--- src/rtl/instruction_fetch_unit.sv ---
// Fetch engine: owns the PC, drives the synchronous instruction memory,
// buffers returned words in a 2-entry FIFO, supports redirect with flush.
module instruction_fetch_unit #(
    parameter int unsigned           ADDR_WIDTH = 32,
    parameter int unsigned           DATA_WIDTH = 32,
    parameter logic [ADDR_WIDTH-1:0] RESET_PC   = '0
) (
    input  logic                  clk,
    input  logic                  rst,
    output logic [ADDR_WIDTH-1:0] Address,
    input  logic [DATA_WIDTH-1:0] Instruction,
    input  logic                  Redirect,
    input  logic [ADDR_WIDTH-1:0] RedirectTarget,
    input  logic                  InstrReady,
    output logic                  InstrValid,
    output logic [DATA_WIDTH-1:0] InstrOut,
    output logic [ADDR_WIDTH-1:0] InstrPC
);

    logic [ADDR_WIDTH-1:0] fetch_pc;
    logic [ADDR_WIDTH-1:0] inflight_pc;
    logic                  inflight;
    logic [DATA_WIDTH-1:0] buf_data [2];
    logic [ADDR_WIDTH-1:0] buf_pc   [2];
    logic                  head;
    logic [1:0]            count;

    logic       pop;
    logic       issue;
    logic       capture;
    logic       tail;
    logic [2:0] occ;
    logic [1:0] unused_tgt;

    // Target low bits are dropped: fetches are always word aligned.
    assign unused_tgt = RedirectTarget[1:0];

    assign pop     = InstrValid & InstrReady;
    // Occupancy after this edge; issuing is safe only if that leaves a slot
    // for the word that returns one cycle later.
    assign occ     = {1'b0, count} + {2'b00, inflight} - {2'b00, pop};
    assign issue   = !Redirect && (occ < 3'd2);
    assign capture = inflight & !Redirect;
    assign tail    = head ^ count[0];

    assign Address    = fetch_pc;
    assign InstrValid = (count != 2'd0);
    assign InstrOut   = InstrValid ? buf_data[head] : '0;
    assign InstrPC    = InstrValid ? buf_pc[head] : '0;

    // PC, in-flight tracking and FIFO pointers; redirect flushes everything.
    always_ff @(posedge clk or negedge rst) begin
        if (!rst) begin
            fetch_pc    <= RESET_PC;
            inflight_pc <= '0;
            inflight    <= 1'b0;
            head        <= 1'b0;
            count       <= 2'd0;
        end else if (Redirect) begin
            fetch_pc <= {RedirectTarget[ADDR_WIDTH-1:2], 2'b00};
            inflight <= 1'b0;
            head     <= 1'b0;
            count    <= 2'd0;
        end else begin
            inflight <= issue;
            if (issue) begin
                inflight_pc <= fetch_pc;
                fetch_pc    <= fetch_pc + ADDR_WIDTH'(4);
            end
            if (pop) begin
                head <= ~head;
            end
            count <= count + {1'b0, capture} - {1'b0, pop};
        end
    end

    // Returning word lands at the FIFO tail; outputs mask stale contents.
    always_ff @(posedge clk) begin
        if (capture) begin
            buf_data[tail] <= Instruction;
            buf_pc[tail]   <= inflight_pc;
        end
    end

endmodule

--- config.mk ---
export PLATFORM = sky130hd
export DESIGN_NAME = instruction_fetch_unit
export DESIGN_NICKNAME = d
export VERILOG_FILES = /design/src/rtl/instruction_fetch_unit.sv
export SDC_FILE = /design/constraint.sdc
export NUM_CORES = 1
export LEC_CHECK = 0
export BUFFER_PORTS_ARGS = -buffer_cell sky130_fd_sc_hd__buf_2
export CAP_MARGIN = 10
export CORE_UTILIZATION = 59
export CTS_CLUSTER_DIAMETER = 30
export DETAILED_ROUTE_END_ITERATION = 6
export GPL_TIMING_DRIVEN = 0
export PLACE_DENSITY = 0.85
export SLEW_MARGIN = 15
export SYNTH_ARGS = -nofsm -noshare
export SYNTH_HDL_FRONTEND = slang
export SYNTH_SLANG_ARGS = --single-unit
--- constraint.sdc ---
create_clock -name clk -period 10.21 [get_ports clk]
set_clock_uncertainty 0.15 [all_clocks]
set_input_delay 0 -clock clk [delete_from_list [all_inputs] [get_ports clk]]
set_output_delay 0 -clock clk [all_outputs]
set_load 0.1 [all_outputs]
Word level (Yosys, flattened, before mapping)
Memory sizes are Yosys's and may differ from the RTL's.
Index checks and enable logic that the tools add are counted.
{ "word_totals": {"ff_bits": 68, "ramBits": 128, "inputBits": 68, "output_inout_bits": 97, "wordCells": 34, "n_memories": 2} }
{ "memory_table": {"columns": ["name", "words", "word_bits", "read_ports", "rd_clocked_by_memory_dff", "write_ports", "line", "source"], "rows": [
  ["buf_data", 2, 32, 1, 0, 1, "23", "logic [DATA_WIDTH-1:0] buf_data [2];"],
  ["buf_pc", 2, 32, 1, 0, 1, "24", "logic [ADDR_WIDTH-1:0] buf_pc [2];"]
]} }
{ "op_classes": {"n_addsub": 5, "n_lt_le_gt_ge": 1, "mux": 10, "bitwise_logic": 5, "reduce_logical": 6} }
{ "op_table": {"columns": ["op", "count"], "rows": [
  ["two-way mux 32 bit", 4],
  ["adder 32 x 3 -> 32 bit (second input constant)", 1],
  ["nonzero test 2 bit", 3],
  ["two-way mux 1 bit", 5],
  ["adder 2 x 1 -> 3 bit", 1],
  ["< comparator 3 x 2 -> 1 bit (second input constant)", 1],
  ["subtractor 3 x 1 -> 3 bit", 1],
  ["adder 2 x 1 -> 2 bit", 1],
  ["bitwise AND 1 bit", 2],
  ["two-way mux 2 bit", 1],
  ["NOT 1 bit", 2],
  ["AND reduction 2 bit", 1],
  ["subtractor 2 x 1 -> 2 bit", 1],
  ["logical AND 1 bit", 1],
  ["logical NOT 1 bit", 1],
  ["XOR 1 bit", 1]
]} }

Longest topological paths before layout
Gate-level depths: netlist of the first run.
{ "logic_depth": {"ltp_word": 7, "mapped_depth": 10, "ltp_nobuf": 7} }

Worst setup path after synthesis of the first run
Ideal clock, no wire load.
{ "synth_timing": {"path_kind": "register to register", "from": "register head", "to": "memory buf_data[1][0] (enable)", "setup_ns": 0.482, "arrival_time_ns": 3.377, "required_time_ns": 9.578, "path_slack_ns": 6.200, "stages_incl_launch_ff": 4, "n_path_buf": 1, "synth_period_minus_slack_ns": 4.010, "path_cell_list": "dfrtp_1 clkbuf_1 xnor2_1 nor2_1"} }
{ "synth_via": {"elab_chain_len": 1} }
{ "synth_rtl": {"columns": ["item", "line", "source"], "rows": [
  ["from (decl)", "25", "logic head;"],
  ["from (signal assigned)", "71", "head <= ~head;"],
  ["XOR 1 bit", "44", "assign tail = head ^ count[0];"],
  ["to (decl)", "23", null]
]} }
No other way between the ends.

Worst setup path after layout of the first run
{ "layout_timing": {"from": "register count[1]", "to": "register fetch_pc[31] (netlist: Address[31])"} }
{ "layout_via": {"elab_chain_len": 6, "elab_cells_between_ends": 7, "cone_classes": "add/sub (2); order compare (1); bitwise (1); reduce/logical (3)"} }
{ "layout_rtl": {"columns": ["item", "line", "source"], "rows": [
  ["from (decl)", "26", "logic [1:0] count;"],
  ["from (signal assigned)", "73", "count <= count + {1'b0, capture} - {1'b0, pop};"],
  ["branches (longest 2 deep; another with adder 2 x 1 -> 3 bit)", null, null],
  ["subtractor 3 x 1 -> 3 bit (*)", "41", "assign occ = {1'b0, count} + {2'b00, inflight} - {2'b00, pop};"],
  ["< comparator 3 x 2 -> 1 bit (*)", "42", "assign issue = !Redirect && (occ < 3'd2);"],
  ["logical AND 1 bit (*)", "42", null],
  ["nonzero test 2 bit (no line) (*)", null, null],
  ["to (signal assigned)", "60", "fetch_pc <= {RedirectTarget[ADDR_WIDTH-1:2], 2'b00};"],
  ["to (signal assigned)", "68", "fetch_pc <= fetch_pc + ADDR_WIDTH'(4);"],
  ["to (decl)", "20", "logic [ADDR_WIDTH-1:0] fetch_pc;"]
]} }
Every way passes the cells marked *.
A chain may end at the register's enable or synchronous reset.

==> results of run 1 <==
-- cell type report --
class | count | area [µm²]
buffer | 35 | 156
clock buffer | 20 | 479
clock inverter | 12 | 103
fill | 743 | 2540
inverter | 7 | 26.3
multi-input combinational | 343 | 2350
sequential | 188 | 5330
tap | 172 | 215
timing repair buffer | 230 | 1580
-- worst max-delay path: stages, from the launching register on --
cell	delay, ps
dfrtp_1	430
buf_6	170
and3b_1	210
o21ai_0	110
fa_1	480
xor2_4	220
or4b_4	600
buf_2	230
clkbuf_1	310
o31ai_1	300
nand4_1	130
dlygate4sd3_1	580
-- kinds of logic (layout without fill, tap and decap cells) --
group	count (synthesis)	in the layout	share of synthesized area [%]
adder cells (fa/ha/maj)	3	3	0.575
flip-flops	188	188	68.0
AND/OR/NAND/NOR	179	179	11.1
buffers and inverters	42	304	2.33
other	1	4	0.0479
AO/OA/AOI/OAI	55	55	4.44
XOR/XNOR	13	13	1.69
multiplexers	89	89	11.8
-- synthesized netlist by cell type, types with 7 or more instances --
cell type | count | area share, %
a31oi_1 | 17 | 1.4
clkbuf_1 | 22 | 1.1
dfrtp_1 | 64 | 20
edfxtp_1 | 124 | 48
mux2_2 | 26 | 3.7
mux2i_1 | 63 | 8.0
nand2_1 | 29 | 1.4
nand3_1 | 13 | 0.83
nand4_1 | 7 | 0.56
nor2_1 | 85 | 4.1
o21ai_0 | 17 | 1.1
o31ai_1 | 13 | 1.2
or4_1 | 14 | 1.3
xnor2_1 | 7 | 0.78
-- through the flow --
| step | setup slack [ps] | instance area [µm²] |
|---|---|---|
| final | 6150 | 10200 |
| after global routing | 6000 | 10200 |
| after CTS | 6250 | 10200 |
| after detailed placement | 6810 | 8970 |
| after global placement | 4550 | 8850 |
| after floorplan | 6200 | 7850 |
-- worst min-delay path by stage --
stage | startpoint | endpoint | slack (ps) | cells after the start
detailed placement | rst | Address[5] | -10 | 1
global placement | Instruction[19] | buf_data[1][19] | 40 | 1
finish | rst | Address[5] | 50 | 2
floorplan | rst | Address[10] | -450 | 0
global route | rst | inflight_pc[7] | 140 | 2
CTS | rst | inflight_pc[8] | 80 | 2
-- registers in the layout, indices dropped and copies added, names as in the netlist --
name	flops
Address	30
head	1
inflight_pc	30
count	2
buf_data	64
inflight	1
buf_pc	60
-- layer usage --
layer,routed length (µm),up-vias,GRT usage (%)
met1,7270,2736,33.7
li1,-,2608,-
met2,9070,259,47.1
met3,1190,24,5.20
met4,248,0,9.62
met5,0,-,0
-- placed cells by master, fill, tap and decap left out, types with 3 or more instances in the layout --
cell           synthesis  routed
o211ai_1               3       3
dfrtp_1               64      64
dlygate4sd3_1          0      68
buf_16                 0       3
clkbuf_1              22      23
nand2_1               29      29
o21ai_0               17      17
conb_1                 1       4
and4_1                 4       4
and3_1                 5       4
mux2i_1               63      63
clkinv_4               0       5
nor4b_1                3       3
buf_2                  2     159
clkbuf_16              0      19
o31ai_1               13      13
xnor2_1                7       7
or3_1                  4       4
nand4_1                7       7
nand3_1               13      13
a31oi_1               17      17
nor2b_1                3       3
xor2_1                 5       5
mux2_2                26      26
nor2_1                85      84
buf_1                  6       6
buf_4                  4       5
inv_1                  6       6
or4_1                 14      14
edfxtp_1             124     124
-- power by group --
part | switching [mW] | total [mW] | leakage (nW) | internal, mW
clock network | 0.284 | 0.631 | 0.279 | 0.347
logic | 1.25 | 1.58 | 1.86 | 0.333
registers | 0.105 | 1.15 | 1.88 | 1.04
==> summary.txt, run 1 <==
Run status
  • Status: finished clean

Global routing
  • Initial antenna violation count: 0
  • First-pass GRT wire length: 27300 µm
  • Largest net degree at the start of global routing: 65
  • GRT Total Usage: 27.0%
  • Vias in the first global route: 5594
  • Total grt overflow: 0

Timing
  • Worst Tran Pin Value: 1030 ps
  • Final Hold Viols: 0
  • Final hold slack: 47.3 ps
  • Final TNS setup: 0 ps
  • Max Slew Vio Count: 0
  • Tmin final: 4060 ps
  • Rel. slew slack: 31.1%
  • Final setup fails: 0
  • Fin crit share: 39.7%
  • RSZ-0062 raised after global routing: no
  • Max frequency: 0.247 GHz

Floorplanning
  • IO Pins: 165
  • Row cnt: 41
  • Total core area: 12800 µm²
  • Starting Density: 61.3%
  • Chip Height: 117 µm
  • Die ar.: 13700 µm²
  • Die Wd: 117 µm

Clocking
  • Worst-path clk slew: 70 ps
  • CTS tree: yes
  • CTS HTree Levels: 4
  • CTS max path bufs: 2
  • Root Buffer: clkbuf_16
  • Post-CTS setup buffers: 0
  • Number of CTS-inserted buffers: 17
  • # resized after CTS: 0
  • Clk Latency, worst-skew pair: 420 ps
  • CTS Hold Bufs: 68
  • CTS Sinks: 188

Critical path
  • Setup crit start: count[1]
  • Startpoint types: flop
  • Required @ worst endpoint: 10350 ps
  • Largest fanout on the critical path: 10
  • Worst Setup Path Type: flop to flop
  • CP Capture Type: flop
  • Worst r2r src: count[1]
  • Flop-to-flop setup slack: 6150 ps
  • Setup crit end: Address[31]
  • Reg2reg path depth: 11
  • Reg2reg end: Address[31]
  • Crit path DAT: 4200 ps

Min path
  • HP Class: input port to async pin

Detailed routing
  • TritonRoute pass-1 iters: 5
  • Post-Route WL: 17800 µm
  • Vias post-DR: 5627
  • DRC: 0
  • Via/cell ratio: 5.59
  • Final ANT Viol Nets: 0
  • Iteration-0 DRC Markers: 511
  • Avg WL per Cell: 17.7 µm

Cells and area
  • Antenna cell count: 0
  • NumNets Final: 893
  • Final core utilization: 80.1%
  • Final cell count without fillers: 1007
  • Share of layout cells above drive strength 1: 27.5%
  • Area grow syn2layout: 30.6%

Run
  • # Max-Cap Violations: 0

Logic synthesis
  • Synth warn: 0
  • Synth Instances: 570
  • Post-synth EDFFs: 124
  • Seq/Total Area, Yosys: 68.0%
  • FF+latch count, synth: 188
  • Unique masters post-synth: 46
  • Async set-or-reset flop fraction in the synthesized netlist: 34.0%
  • Post-synth top flop: edfxtp_1
  • Syn_area_per_cell: 13.7 µm²
  • Mapped Area: 7830 µm²

Place
  • Detail Placement HPWL: 11500 µm
  • Final GP Congestion: 0.890
  • Placed cells: 907
  • I/O Buffers: 158

Power
  • PD cells: 328 nW/µm²
  • Tot Pwr: 3.36 mW
  • Leak: 4.02 nW
  • VDD IR-drop max: 202 µV
(Power assumes the default switching activity.)
==> run 2, diff against run 1 <==
--- a/config.mk
+++ b/config.mk
@@ -7,11 +7,11 @@
 export LEC_CHECK = 0
 export BUFFER_PORTS_ARGS = -buffer_cell sky130_fd_sc_hd__buf_2
 export CAP_MARGIN = 10
-export CORE_UTILIZATION = 59
+export CORE_UTILIZATION = 49
 export CTS_CLUSTER_DIAMETER = 30
 export DETAILED_ROUTE_END_ITERATION = 6
 export GPL_TIMING_DRIVEN = 0
-export PLACE_DENSITY = 0.85
+export PLACE_DENSITY = 0.76
 export SLEW_MARGIN = 15
 export SYNTH_ARGS = -nofsm -noshare
 export SYNTH_HDL_FRONTEND = slang
==> constraint.sdc (replaced) <==
create_clock -name clk -period 3.7 [get_ports clk]
set_clock_uncertainty 0.15 [all_clocks]
set_input_delay 0 -clock clk [delete_from_list [all_inputs] [get_ports clk]]
set_output_delay 0 -clock clk [all_outputs]
set_load 0.1 [all_outputs]
==> summary.txt, run 2 (same netlist as run 1, synthesis figures left out) <==
Timing
  • Worst Tran Pin Value: 939 ps
  • Rel. slew slack: 37.2%
  • Fin crit share: 97.8%
  • Final Hold Viols: 0
  • Final setup fails: 0
  • Final TNS setup: 0 ps
  • Setup WS post-layout: 81.6 ps
  • Max Slew Vio Count: 0
  • Max frequency: 0.276 GHz
  • RSZ-0062 raised after global routing: no
  • Final hold slack: 148 ps
  • Tmin final: 3620 ps

Cells and area
  • Multi-input gate area: 2360 µm²
  • Regs by FF count: buf_data (64), buf_pc (60)
  • Top reg by flops: buf_data
  • Final cell count without fillers: 1047
  • Share of layout cells above drive strength 1: 28.0%
  • Max FFs per register: 64
  • Reg area: 5330 µm²
  • Antenna cell count: 0
  • Area grow syn2layout: 31.8%
  • Commonest non-fill, non-tap cell in the layout: buf_2
  • Fill count: 1140
  • Post-route cell area: 10300 µm²
  • NumNets Final: 894
  • Commonest non-fill, non-tap cells in the layout: buf_2, edfxtp_1, nor2_1

Place
  • I/O Buffers: 158
  • Setup slack at placement: 168 ps
  • Placed cells: 947
  • Final GP Congestion: 0.881
  • Detail Placement HPWL: 12200 µm
  • Placed Area: 9050 µm²

Clocking
  • Number of CTS-inserted buffers: 17
  • CTS HTree Levels: 4
  • CTS Sinks: 188
  • Worst-path clk slew: 70 ps
  • CTS max path bufs: 2
  • Post-CTS setup buffers: 0
  • CTS tree: yes
  • Root Buffer: clkbuf_16
  • Clk Latency, worst-skew pair: 430 ps

Detailed routing
  • TritonRoute pass-1 iters: 5
  • Post-Route WL: 18100 µm
  • Via/cell ratio: 5.35
  • Vias post-DR: 5600
  • DRC: 0
  • Final ANT Viol Nets: 0
  • Iteration-0 DRC Markers: 446
  • Avg WL per Cell: 17.3 µm

Critical path
  • Reg2reg end: Address[13]
  • Reg2reg path depth: 10
  • Startpoint types: flop
  • Worst r2r src: count[1]
  • Worst Setup Path Type: flop to flop
  • CP Capture Type: flop
  • Crit path DAT: 3750 ps
  • Flop-to-flop setup slack: 80 ps
  • Required @ worst endpoint: 3830 ps
  • Largest fanout on the critical path: 10

Floorplanning
  • Die Wd: 128 µm
  • IO Pins: 165
  • Starting Density: 50.8%
  • Total core area: 15400 µm²
  • Row cnt: 45
  • Chip Height: 128 µm
  • Die ar.: 16500 µm²

Run
  • # Max-Cap Violations: 0

Global routing
  • First-pass GRT wire length: 28200 µm
  • GRT Total Usage: 22.8%
  • Total grt overflow: 0
  • Initial antenna violation count: 0
  • Vias in the first global route: 5583
  • Largest net degree at the start of global routing: 55

Power
  • Leak: 4.04 nW
  • VDD IR-drop max: 563 µV
  • PD cells: 901 nW/µm²

Run status
  • Status: finished clean

Min path
  • HP Class: input port to flop
  • HP Start: Instruction[3]
  • Hold endpoint: buf_data[1][3]
  • Hold Crit Depth: 2
run 2: repair_timing:
item | in CTS | in global routing
resized for setup | 0 | 1
endpoints found under the hold margin | 161 | 0
endpoints found under the setup margin | 0 | 1
hold buffers | 68 | 0
run 2: how the worst max path moves through the flow:
| stage | from | to | slack [ps] | cells after the start |
|---|---|---|---|---|
| after floorplan | count[1] | Address[14] | 660 | 9 |
| after global placement | head | buf_data[1][17] | -460 | 3 |
| after detailed placement | count[1] | Address[13] | 170 | 10 |
| after CTS | count[1] | Address[13] | 150 | 10 |
| after global routing | count[1] | Address[10] | 3 | 10 |
| final | count[1] | Address[13] | 80 | 10 |
run 2: report_power, final:
part / switching [mW] / internal, mW
logic: 3.44 / 0.925
registers: 0.272 / 2.87
clock network: 0.787 / 1.01
total: 4.50 / 4.80
run 2: worst max-delay path, cell delays in order, from the launching register on:
cell and delay, ps:
dfrtp_1 400, buf_6 160, and3b_1 230, o21ai_0 150, fa_1 500, xor2_4 230
or4b_4 610, buf_2 220, clkbuf_1 300, o31ai_1 360, a31oi_1 140
run 2: routing by layer:
layer  GRT usage (%)  vias to the layer above  routed length [µm]
li1                -                     2622                   -
met1            27.5                     2743                7300
met2            40.0                      215                9270
met3            5.24                       20                1270
met4            8.10                        0                 248
met5               0                        -                   0
run 2: metrics by stage:
| stage | total power [mW] | util [%] |
|---|---|---|
| after CTS | 9.35 | 66.9 |
| after global placement | 7.34 | 57.7 |
| after detailed placement | 7.50 | 58.7 |
| after global routing | 9.68 | 66.9 |
| final | 9.30 | 66.9 |
| after floorplan | 6.65 | - |
run 2: layout make-up:
class                           instances  share of cell area (%)
Buffer                                 35                    1.51
Clock buffer                           17                    4.12
Clock inverter                         15                    1.57
Inverter                                7                   0.254
Multi-Input combinational cell        343                    22.8
Sequential cell                       188                    51.6
Tap cell                              211                    2.56
Timing Repair Buffer                  231                    15.6
